===== src/rtl/mheaa_acc_pkg.sv =====
// Shared types for the approximate column accumulator, plus a plain-arithmetic
// model of the approximate adder used by the scoreboard.
package mheaa_acc_pkg;

    typedef enum logic [1:0] {StIdle, StAccum, StHold} acc_state_e;

    localparam int unsigned RefMaxWidth = 64;

    // a and b must already be confined to len bits; bit len of the result is the carry-out.
    function automatic logic [RefMaxWidth:0] mheaa_ref_add(input logic [RefMaxWidth-1:0] a,
                                                          input logic [RefMaxWidth-1:0] b,
                                                          input int unsigned len,
                                                          input int unsigned imp);
        logic [RefMaxWidth:0] res;
        logic [RefMaxWidth:0] hi;
        logic                 carry;
        res = '0;
        for (int unsigned i = 0; i + 2 < imp; i++) begin
            res[i] = 1'b1;
        end
        res[imp-2] = a[imp-2] | b[imp-2];
        carry      = a[imp-1] | b[imp-1];
        hi         = ({1'b0, a} >> imp) + ({1'b0, b} >> imp) + {{RefMaxWidth{1'b0}}, carry};
        res        = res | (hi << imp);
        if (len < RefMaxWidth) begin
            res = res & ((65'd1 << (len + 1)) - 65'd1);
        end
        return res;
    endfunction

endpackage


===== src/rtl/mheaa_adder.sv =====
// Approximate adder: low IMPRECISE_PART bits are filled by fixed rules, the upper
// part is an exact add fed by an OR-based carry guess.
module mheaa_adder #(
    parameter int unsigned ADDER_LENGTH   = 32,
    parameter int unsigned IMPRECISE_PART = 8
) (
    input  logic [ADDER_LENGTH-1:0] a_i,
    input  logic [ADDER_LENGTH-1:0] b_i,
    output logic [ADDER_LENGTH:0]   sum_o
);

    localparam int unsigned ExactWidth = ADDER_LENGTH - IMPRECISE_PART;

    logic                  carry;
    logic [ExactWidth:0]   exact_sum;

    assign carry     = a_i[IMPRECISE_PART-1] | b_i[IMPRECISE_PART-1];
    assign exact_sum = {1'b0, a_i[ADDER_LENGTH-1:IMPRECISE_PART]}
                     + {1'b0, b_i[ADDER_LENGTH-1:IMPRECISE_PART]}
                     + {{ExactWidth{1'b0}}, carry};

    always_comb begin
        sum_o = '0;
        for (int unsigned i = 0; i + 2 < IMPRECISE_PART; i++) begin
            sum_o[i] = 1'b1;
        end
        sum_o[IMPRECISE_PART-2]                = a_i[IMPRECISE_PART-2] | b_i[IMPRECISE_PART-2];
        sum_o[IMPRECISE_PART-1]                = 1'b0;
        sum_o[ADDER_LENGTH:IMPRECISE_PART]     = exact_sum;
    end

endmodule


===== src/rtl/mheaa_accumulator.sv =====
// Column-output accumulator: folds a packet of unsigned products into a saturating
// running sum and presents total, beat count and overflow on a registered handshake.
module mheaa_accumulator
    import mheaa_acc_pkg::*;
#(
    parameter int unsigned DATA_WIDTH     = 16,
    parameter int unsigned ACC_WIDTH      = 32,
    parameter int unsigned IMPRECISE_PART = 8,
    parameter int unsigned CNT_WIDTH      = 16
) (
    input  logic                  clk_i,
    input  logic                  rst_ni,
    input  logic                  acc_clr_i,
    input  logic                  in_valid_i,
    output logic                  in_ready_o,
    input  logic [DATA_WIDTH-1:0] in_data_i,
    input  logic                  in_last_i,
    output logic                  out_valid_o,
    input  logic                  out_ready_i,
    output logic [ACC_WIDTH-1:0]  out_sum_o,
    output logic [CNT_WIDTH-1:0]  out_count_o,
    output logic                  out_ovf_o
);

    acc_state_e           state_q, state_d;
    logic [ACC_WIDTH-1:0] acc_q, acc_d;
    logic [CNT_WIDTH-1:0] cnt_q, cnt_d;
    logic                 ovf_q, ovf_d;

    logic [ACC_WIDTH-1:0] data_ext;
    logic [ACC_WIDTH:0]   add_sum;

    assign data_ext = ACC_WIDTH'(in_data_i);

    mheaa_adder #(
        .ADDER_LENGTH   (ACC_WIDTH),
        .IMPRECISE_PART (IMPRECISE_PART)
    ) u_adder (
        .a_i   (acc_q),
        .b_i   (data_ext),
        .sum_o (add_sum)
    );

    always_ff @(posedge clk_i or negedge rst_ni) begin
        if (!rst_ni) begin
            state_q <= StIdle;
            acc_q   <= '0;
            cnt_q   <= '0;
            ovf_q   <= 1'b0;
        end else begin
            state_q <= state_d;
            acc_q   <= acc_d;
            cnt_q   <= cnt_d;
            ovf_q   <= ovf_d;
        end
    end

    // in_ready is low whenever acc_clr is high, so a valid beat alone means acceptance here.
    always_comb begin
        state_d = state_q;
        acc_d   = acc_q;
        cnt_d   = cnt_q;
        ovf_d   = ovf_q;
        if (acc_clr_i) begin
            state_d = StIdle;
            acc_d   = '0;
            cnt_d   = '0;
            ovf_d   = 1'b0;
        end else begin
            unique case (state_q)
                StIdle: begin
                    if (in_valid_i) begin
                        acc_d   = data_ext;
                        cnt_d   = CNT_WIDTH'(1);
                        ovf_d   = 1'b0;
                        state_d = in_last_i ? StHold : StAccum;
                    end
                end
                StAccum: begin
                    if (in_valid_i) begin
                        if (add_sum[ACC_WIDTH] || ovf_q) begin
                            acc_d = '1;
                            ovf_d = 1'b1;
                        end else begin
                            acc_d = add_sum[ACC_WIDTH-1:0];
                        end
                        if (cnt_q != '1) begin
                            cnt_d = cnt_q + CNT_WIDTH'(1);
                        end
                        state_d = in_last_i ? StHold : StAccum;
                    end
                end
                StHold: begin
                    if (out_ready_i) begin
                        state_d = StIdle;
                    end
                end
                default: state_d = StIdle;
            endcase
        end
    end

    always_comb begin
        in_ready_o  = (state_q != StHold) && !acc_clr_i;
        out_valid_o = (state_q == StHold);
        out_sum_o   = acc_q;
        out_count_o = cnt_q;
        out_ovf_o   = ovf_q;
    end

endmodule

===== config.mk =====
export PLATFORM = sky130hd
export DESIGN_NAME = mheaa_accumulator
export DESIGN_NICKNAME = d
export VERILOG_FILES = /design/src/rtl/mheaa_acc_pkg.sv /design/src/rtl/mheaa_adder.sv /design/src/rtl/mheaa_accumulator.sv
export SDC_FILE = /design/constraint.sdc
export NUM_CORES = 1
export LEC_CHECK = 0
export BUFFER_PORTS_ARGS = -buffer_cell sky130_fd_sc_hd__buf_2
export CAP_MARGIN = 20
export CORE_MARGIN = 4
export CORE_UTILIZATION = 40
export DETAILED_ROUTE_END_ITERATION = 12
export GPL_TIMING_DRIVEN = 1
export MAX_ROUTING_LAYER = met4
export PLACE_DENSITY = 0.65
export SLEW_MARGIN = 10
export SYNTH_ARGS = -nofsm -noshare
export SYNTH_HDL_FRONTEND = slang
export SYNTH_SLANG_ARGS = --single-unit

===== constraint.sdc =====
create_clock -name clk_i -period 3.92 [get_ports clk_i]
set_input_delay 0.196 -clock clk_i [delete_from_list [all_inputs] [get_ports clk_i]]
set_output_delay 0.196 -clock clk_i [all_outputs]
set_load 0.05 [all_outputs]

==> impl_metrics.env, run 1 <==
export IMPL_status="complete, but fails checks"
export IMPL_cts_max_level=2
export IMPL_synth_top_area_frac=0.417
export IMPL_wl_per_cell_um=15.1
export IMPL_yosys_top_cells_area="dfrtp_1 42%, o21ai_0 6.4%, nand2_1 5.8%"
export IMPL_vias=2840
export IMPL_syn_to_final_growth_pct=17.7
export IMPL_drc=0
export IMPL_row_count=31
export IMPL_ctsHoldBuffers=0
export IMPL_dieArea_um2=9110
export IMPL_finalHoldViolations=17
export IMPL_vias_per_cell=5.51
export IMPL_cp_end_kind="flop"
export IMPL_grt_antenna_before_repair=0
export IMPL_chipHeight_um=95.4
export IMPL_clkLatencyLatePin_ps=310
export IMPL_ir_drop_v=0.000147
export IMPL_rsz0062_at_grt="false"
export IMPL_hpwl_mm=5.52
export IMPL_layout_nets=448
export IMPL_gp_congestion=0.921
export IMPL_core_um2=7330
export IMPL_layout_common_cells="72 x buf_2, 51 x dfrtp_1, 47 x nand2_1"
export IMPL_synth_nets=383
export IMPL_portBuffers=72
export IMPL_synth_cell_types=52
export IMPL_ios=73
export IMPL_clockBufferDepth=2
export IMPL_yosysWarnings=0
export IMPL_min_period_over_period=0.810
export IMPL_grt_pass1_vias=2737
export IMPL_drv_cap=0
export IMPL_postCtsResizedCells=0
export IMPL_min_path_type="input pin to asynchronous set/reset pin"
export IMPL_hold_slack_ps=-18.7
export IMPL_maxSlewHeadroom=0.460
export IMPL_drv_slew=0
export IMPL_tightest_slew_ps=808
export IMPL_grt_max_degree=52
export IMPL_yosysTopAreaCell="dfrtp_1"
export IMPL_skew_ps=6.26
export IMPL_drt_iter0_drc=135
export IMPL_synth_yosys_seq_area_share=0.417
export IMPL_max_clock_freq_mhz=315
export IMPL_n_fill_cell=737
export IMPL_setup_viol=0
export IMPL_critPathMaxFanout=25
export IMPL_routed_wl_mm=7.79
export IMPL_first_pass_iters=4
export IMPL_track_usage=0.185
export IMPL_placed_cell_area_um2=3500
export IMPL_crit_path_start_kind="flop"
export IMPL_clock_root_buffer="clkbuf_8"
export IMPL_final_common_cell="buf_2"
export IMPL_arrival_ps=3360
export IMPL_final_min_clock_period_ps=3180
export IMPL_layout_cells_non_filler=515
export IMPL_diodes=0
export IMPL_design_area_um2=3600
export IMPL_dpl_cell_count=508
export IMPL_finalPower_w=0.00115
export IMPL_grt_pass1_wl_mm=13.0
export IMPL_powerDensity_nw_per_um2=320
export IMPL_overflow=0
export IMPL_ys_seq_elements=51
export IMPL_setup_tns_ps=0
export IMPL_cts_buffers=5
export IMPL_avgSynthCellArea_um2=8.71
export IMPL_synth_cell_area_um2=3060
export IMPL_cts_setup_buffers=0
export IMPL_ant_nets=0
export IMPL_synthCells=351
export IMPL_drive_gt1_frac=0.224
export IMPL_chipWidth_um=95.4
export IMPL_p_leak_nw=1.72
export IMPL_violations="hold timing"
export IMPL_crit_type="flop to flop"
export IMPL_ys_async_sr_fraction=1.00
export IMPL_cts_sinks=51
export IMPL_cts_tree="done"
export IMPL_worstPathRequired_ps=4110
export IMPL_synth_edff_count=0
export IMPL_start_util=0.417
export IMPL_synthFlopType="dfrtp_1"
export IMPL_clkTransAtPathRegs_ps=90
[cell type report]
| cell class | instances | area [um^2] | share of cell area |
|---|---|---|---|
| Clock buffer | 6 | 72.6 | 0.0202 |
| Clock inverter | 1 | 30.0 | 0.00834 |
| Inverter | 19 | 71.3 | 0.0198 |
| Multi-Input combinational cell | 263 | 1640 | 0.454 |
| Sequential cell | 51 | 1280 | 0.355 |
| Tap cell | 99 | 124 | 0.0344 |
| Timing Repair Buffer | 76 | 390 | 0.108 |
[metal layers]
layer,share of wire,track usage
met3,0.045,0.0268
met1,0.47,0.243
met4,0.015,0.0581
met2,0.47,0.296
met5,0,-
[through the flow]
step / util / setup slack, ps
CTS: 0.491 / 736
global route: 0.491 / 593
global placement: 0.477 / 865
floorplan: - / 997
finish: 0.491 / 743
detailed placement: 0.477 / 768
[critical path, stage by stage, from the launching register on]
cell      delay [ps]
dfrtp_1          400
nor2_1           140
fa_1             230
inv_1             60
fa_1             440
a211oi_2         270
o21ai_2          110
o2111a_1         410
a41o_4           430
a22o_1           200
or3b_1           360
[synthesized netlist by cell type (7+ instances only)]
master	n
dfrtp_1	51
nand2_1	47
o21ai_0	39
nor2_1	24
a21oi_1	19
inv_1	19
clkbuf_1	15
nand3_1	11
nor3_1	11
and3_1	10
xor2_1	9
ha_1	8
nand4_1	8
a31oi_1	7
[flip-flops by register name, summed over array words and instances, names as in the netlist]
name	cells
out_count_o	16
out_ovf_o	1
state_q	2
out_sum_o	32
[logic make-up (layout without fill, tap and decap cells)]
kind of cell | after synthesis | after routing | synth area share
xor gates and xnor gates | 14 | 14 | 0.0401
and+or+nand+nor | 125 | 125 | 0.194
adders and majority gates | 10 | 10 | 0.0458
muxes | 2 | 2 | 0.00696
AOI/OAI and AO/OA | 112 | 112 | 0.247
DFF | 51 | 51 | 0.417
buffers and inverters | 37 | 102 | 0.0491
[path summary, 6_finish.rpt]
| kind | cells past startpoint | from | slack (ps) | endpoint |
|---|---|---|---|---|
| min in group clk_i | 2 | in_last_i | 90 | state_q[0] |
| max | 10 | out_sum_o[7] | 740 | out_sum_o[28] |
| max reg2reg | 10 | out_sum_o[7] | 740 | out_sum_o[28] |
| min reg2reg | 2 | out_sum_o[2] | 470 | out_sum_o[2] |
| min | 2 | rst_ni | -20 | out_sum_o[15] |
| max in group asynchronous | 2 | rst_ni | 3480 | out_sum_o[16] |
[report_power, final]
part | internal [W] | switching, W | total, W
logic | 0.0000712 | 0.000162 | 0.000234
clock network | 0.000188 | 0.000177 | 0.000364
registers | 0.000541 | 0.0000128 | 0.000554
Note: power is estimated with default switching activity, not from simulation.
==> run 2, diff against run 1 <==
- PLACE_DENSITY: 0.65 -> 0.68
- clock period: 3.92 -> 2.9 ns (I/O delays scaled with it)
==> impl_metrics.env, run 2 (synthesis gave the netlist of run 1 again) <==
export IMPL_status="completed"
export IMPL_maxSlewHeadroom=0.425
export IMPL_max_clock_freq_mhz=362
export IMPL_layout_nets=456
export IMPL_use_met3=0.0245
export IMPL_clkLatencyLatePin_ps=310
export IMPL_drv_slew=0
export IMPL_startpoint="out_sum_o[7]"
export IMPL_ir_drop_v=0.000334
export IMPL_power_switching_w=0.000497
export IMPL_met2_usage=0.302
export IMPL_routed_wl_mm=8.00
export IMPL_start_util=0.417
export IMPL_hpwl_mm=5.73
export IMPL_gp_congestion=0.828
export IMPL_drv_cap=0
export IMPL_drive_gt1_frac=0.245
export IMPL_crit_type="flop to flop"
export IMPL_setup_viol=0
export IMPL_diodes=0
export IMPL_grt_pass1_vias=2778
export IMPL_drt_iter0_drc=193
export IMPL_r2r_slack_ps=140
export IMPL_p_leak_nw=1.75
export IMPL_arrival_ps=2950
export IMPL_ant_nets=0
export IMPL_cts_buffers=5
export IMPL_place_ws_ps=35.6
export IMPL_switching_share=0.330
export IMPL_grt_pass1_wl_mm=13.4
export IMPL_finalWorstSetupSlack_ps=138
export IMPL_grt_antenna_before_repair=0
export IMPL_ff2ff_path_depth=10
export IMPL_skew_ps=5.65
export IMPL_cts_sinks=51
export IMPL_clkTransAtPathRegs_ps=100
export IMPL_clockBufferDepth=2
export IMPL_finalHoldViolations=0
export IMPL_setup_tns_ps=0
export IMPL_r2r_start="out_sum_o[7]"
export IMPL_overflow=0
export IMPL_layout_common_cells="72 x buf_2, 50 x dfrtp_1, 47 x nand2_1"
export IMPL_track_usage=0.188
export IMPL_drc=0
export IMPL_worstPathRequired_ps=3090
export IMPL_vias_per_cell=5.47
export IMPL_min_path_type="input pin to flop"
export IMPL_chipHeight_um=95.4
export IMPL_dieArea_um2=9110
export IMPL_largest_reg_flops=32
export IMPL_power_frac_comb=0.215
export IMPL_p_seq_frac=0.497
export IMPL_clock_root_buffer="clkbuf_8"
export IMPL_ios=73
export IMPL_cts_tree="done"
export IMPL_powerDensity_nw_per_um2=412
export IMPL_min_period_over_period=0.953
export IMPL_grtUsageMet1=0.258
export IMPL_reg2reg_to="out_sum_o[28]"
export IMPL_portBuffers=72
export IMPL_dpl_cell_count=514
export IMPL_chipWidth_um=95.4
export IMPL_tightest_slew_ps=862
export IMPL_rsz0062_at_grt="false"
export IMPL_endpoint="out_sum_o[28]"
export IMPL_critPathMaxFanout=5
export IMPL_row_count=31
export IMPL_gr_max_usage_layer="met2"
export IMPL_layout_cells_non_filler=524
export IMPL_wl_per_cell_um=15.3
export IMPL_grt_max_degree=36
export IMPL_final_min_clock_period_ps=2760
export IMPL_syn_to_final_growth_pct=19.5
export IMPL_cp_end_kind="flop"
export IMPL_cts_max_level=2
export IMPL_p_int_w=0.00101
export IMPL_pwr_share_clk=0.288
export IMPL_vias=2865
export IMPL_final_common_cell="buf_2"
export IMPL_first_pass_iters=4
export IMPL_crit_path_start_kind="flop"
export IMPL_core_um2=7330
## run 2: changes by cell type in the layout (fill, tap and decap cells not counted), sizes merged
cell | before | now
buf | 76 | 83
inv | 19 | 21
bufinv | 1 | 0
clkbuf | 6 | 5
clkinv | 0 | 1
dlygate4sd3 | 0 | 1
## run 2: layer usage
layer | share of wire | vias up
met5 | 0 | -
met1 | 0.47 | 1377
met3 | 0.048 | 4
met4 | 0.0055 | 0
li1 | - | 1411
met2 | 0.47 | 73
## run 2: worst min path at each step
stage	depth (start not counted)	start	end	slack (ps)
global placement	1	rst_ni	out_sum_o[13]	290
global route	2	in_last_i	state_q[0]	60
finish	2	in_last_i	state_q[0]	50
CTS	2	in_last_i	state_q[0]	50
floorplan	0	rst_ni	out_count_o[0]	-150
detailed placement	1	rst_ni	out_sum_o[13]	300
## run 2: cell type report
cell class,instances,area (um^2)
Clock buffer,5,68.8
Clock inverter,3,22.5
Fill cell,712,3680
Inverter,19,71.3
Multi-Input combinational cell,263,1640
Sequential cell,51,1280
Tap cell,99,124
Timing Repair Buffer,84,453
## run 2: critical path, stage by stage (launching register included)
cell and delay (ps):
dfrtp_2 420, nor2_1 150, fa_1 210, inv_1 60, fa_2 370, a211oi_2 220
o21ai_2 110, o2111a_1 280, a41o_4 290, a22o_1 170, or3b_1 360
## run 2: stage by stage
step	util	cell area, um^2	hold WS (ps)	power [W]
detailed placement	0.483	3540	296	0.00109
finish	0.499	3650	54.3	0.00151
global route	0.499	3650	59.6	0.00158
floorplan	-	3060	-151	0.000987
global placement	0.483	3540	293	0.00108
CTS	0.498	3650	45.5	0.00153
## run 2: what timing repair did
action                                 CTS  global route
hold buffers                             1             0
setup buffers                            0             1
pin swaps                                0             1
setup endpoints to repair                1             5
endpoints found under the hold margin   34             0
resized for setup                        1             0
## run 2: power groups by stage
stage / Sequential [W] / Clock, W / Combinational (W)
6_report: 0.000748 / 0.000434 / 0.000323
5_1_grt: 0.000752 / 0.000476 / 0.000355
4_1_cts: 0.000749 / 0.000450 / 0.000326
3_5_place_dp: 0.000762 / 0 / 0.000324
3_3_place_gp: 0.000761 / 0 / 0.000319
2_1_floorplan: 0.000830 / 0 / 0.000157
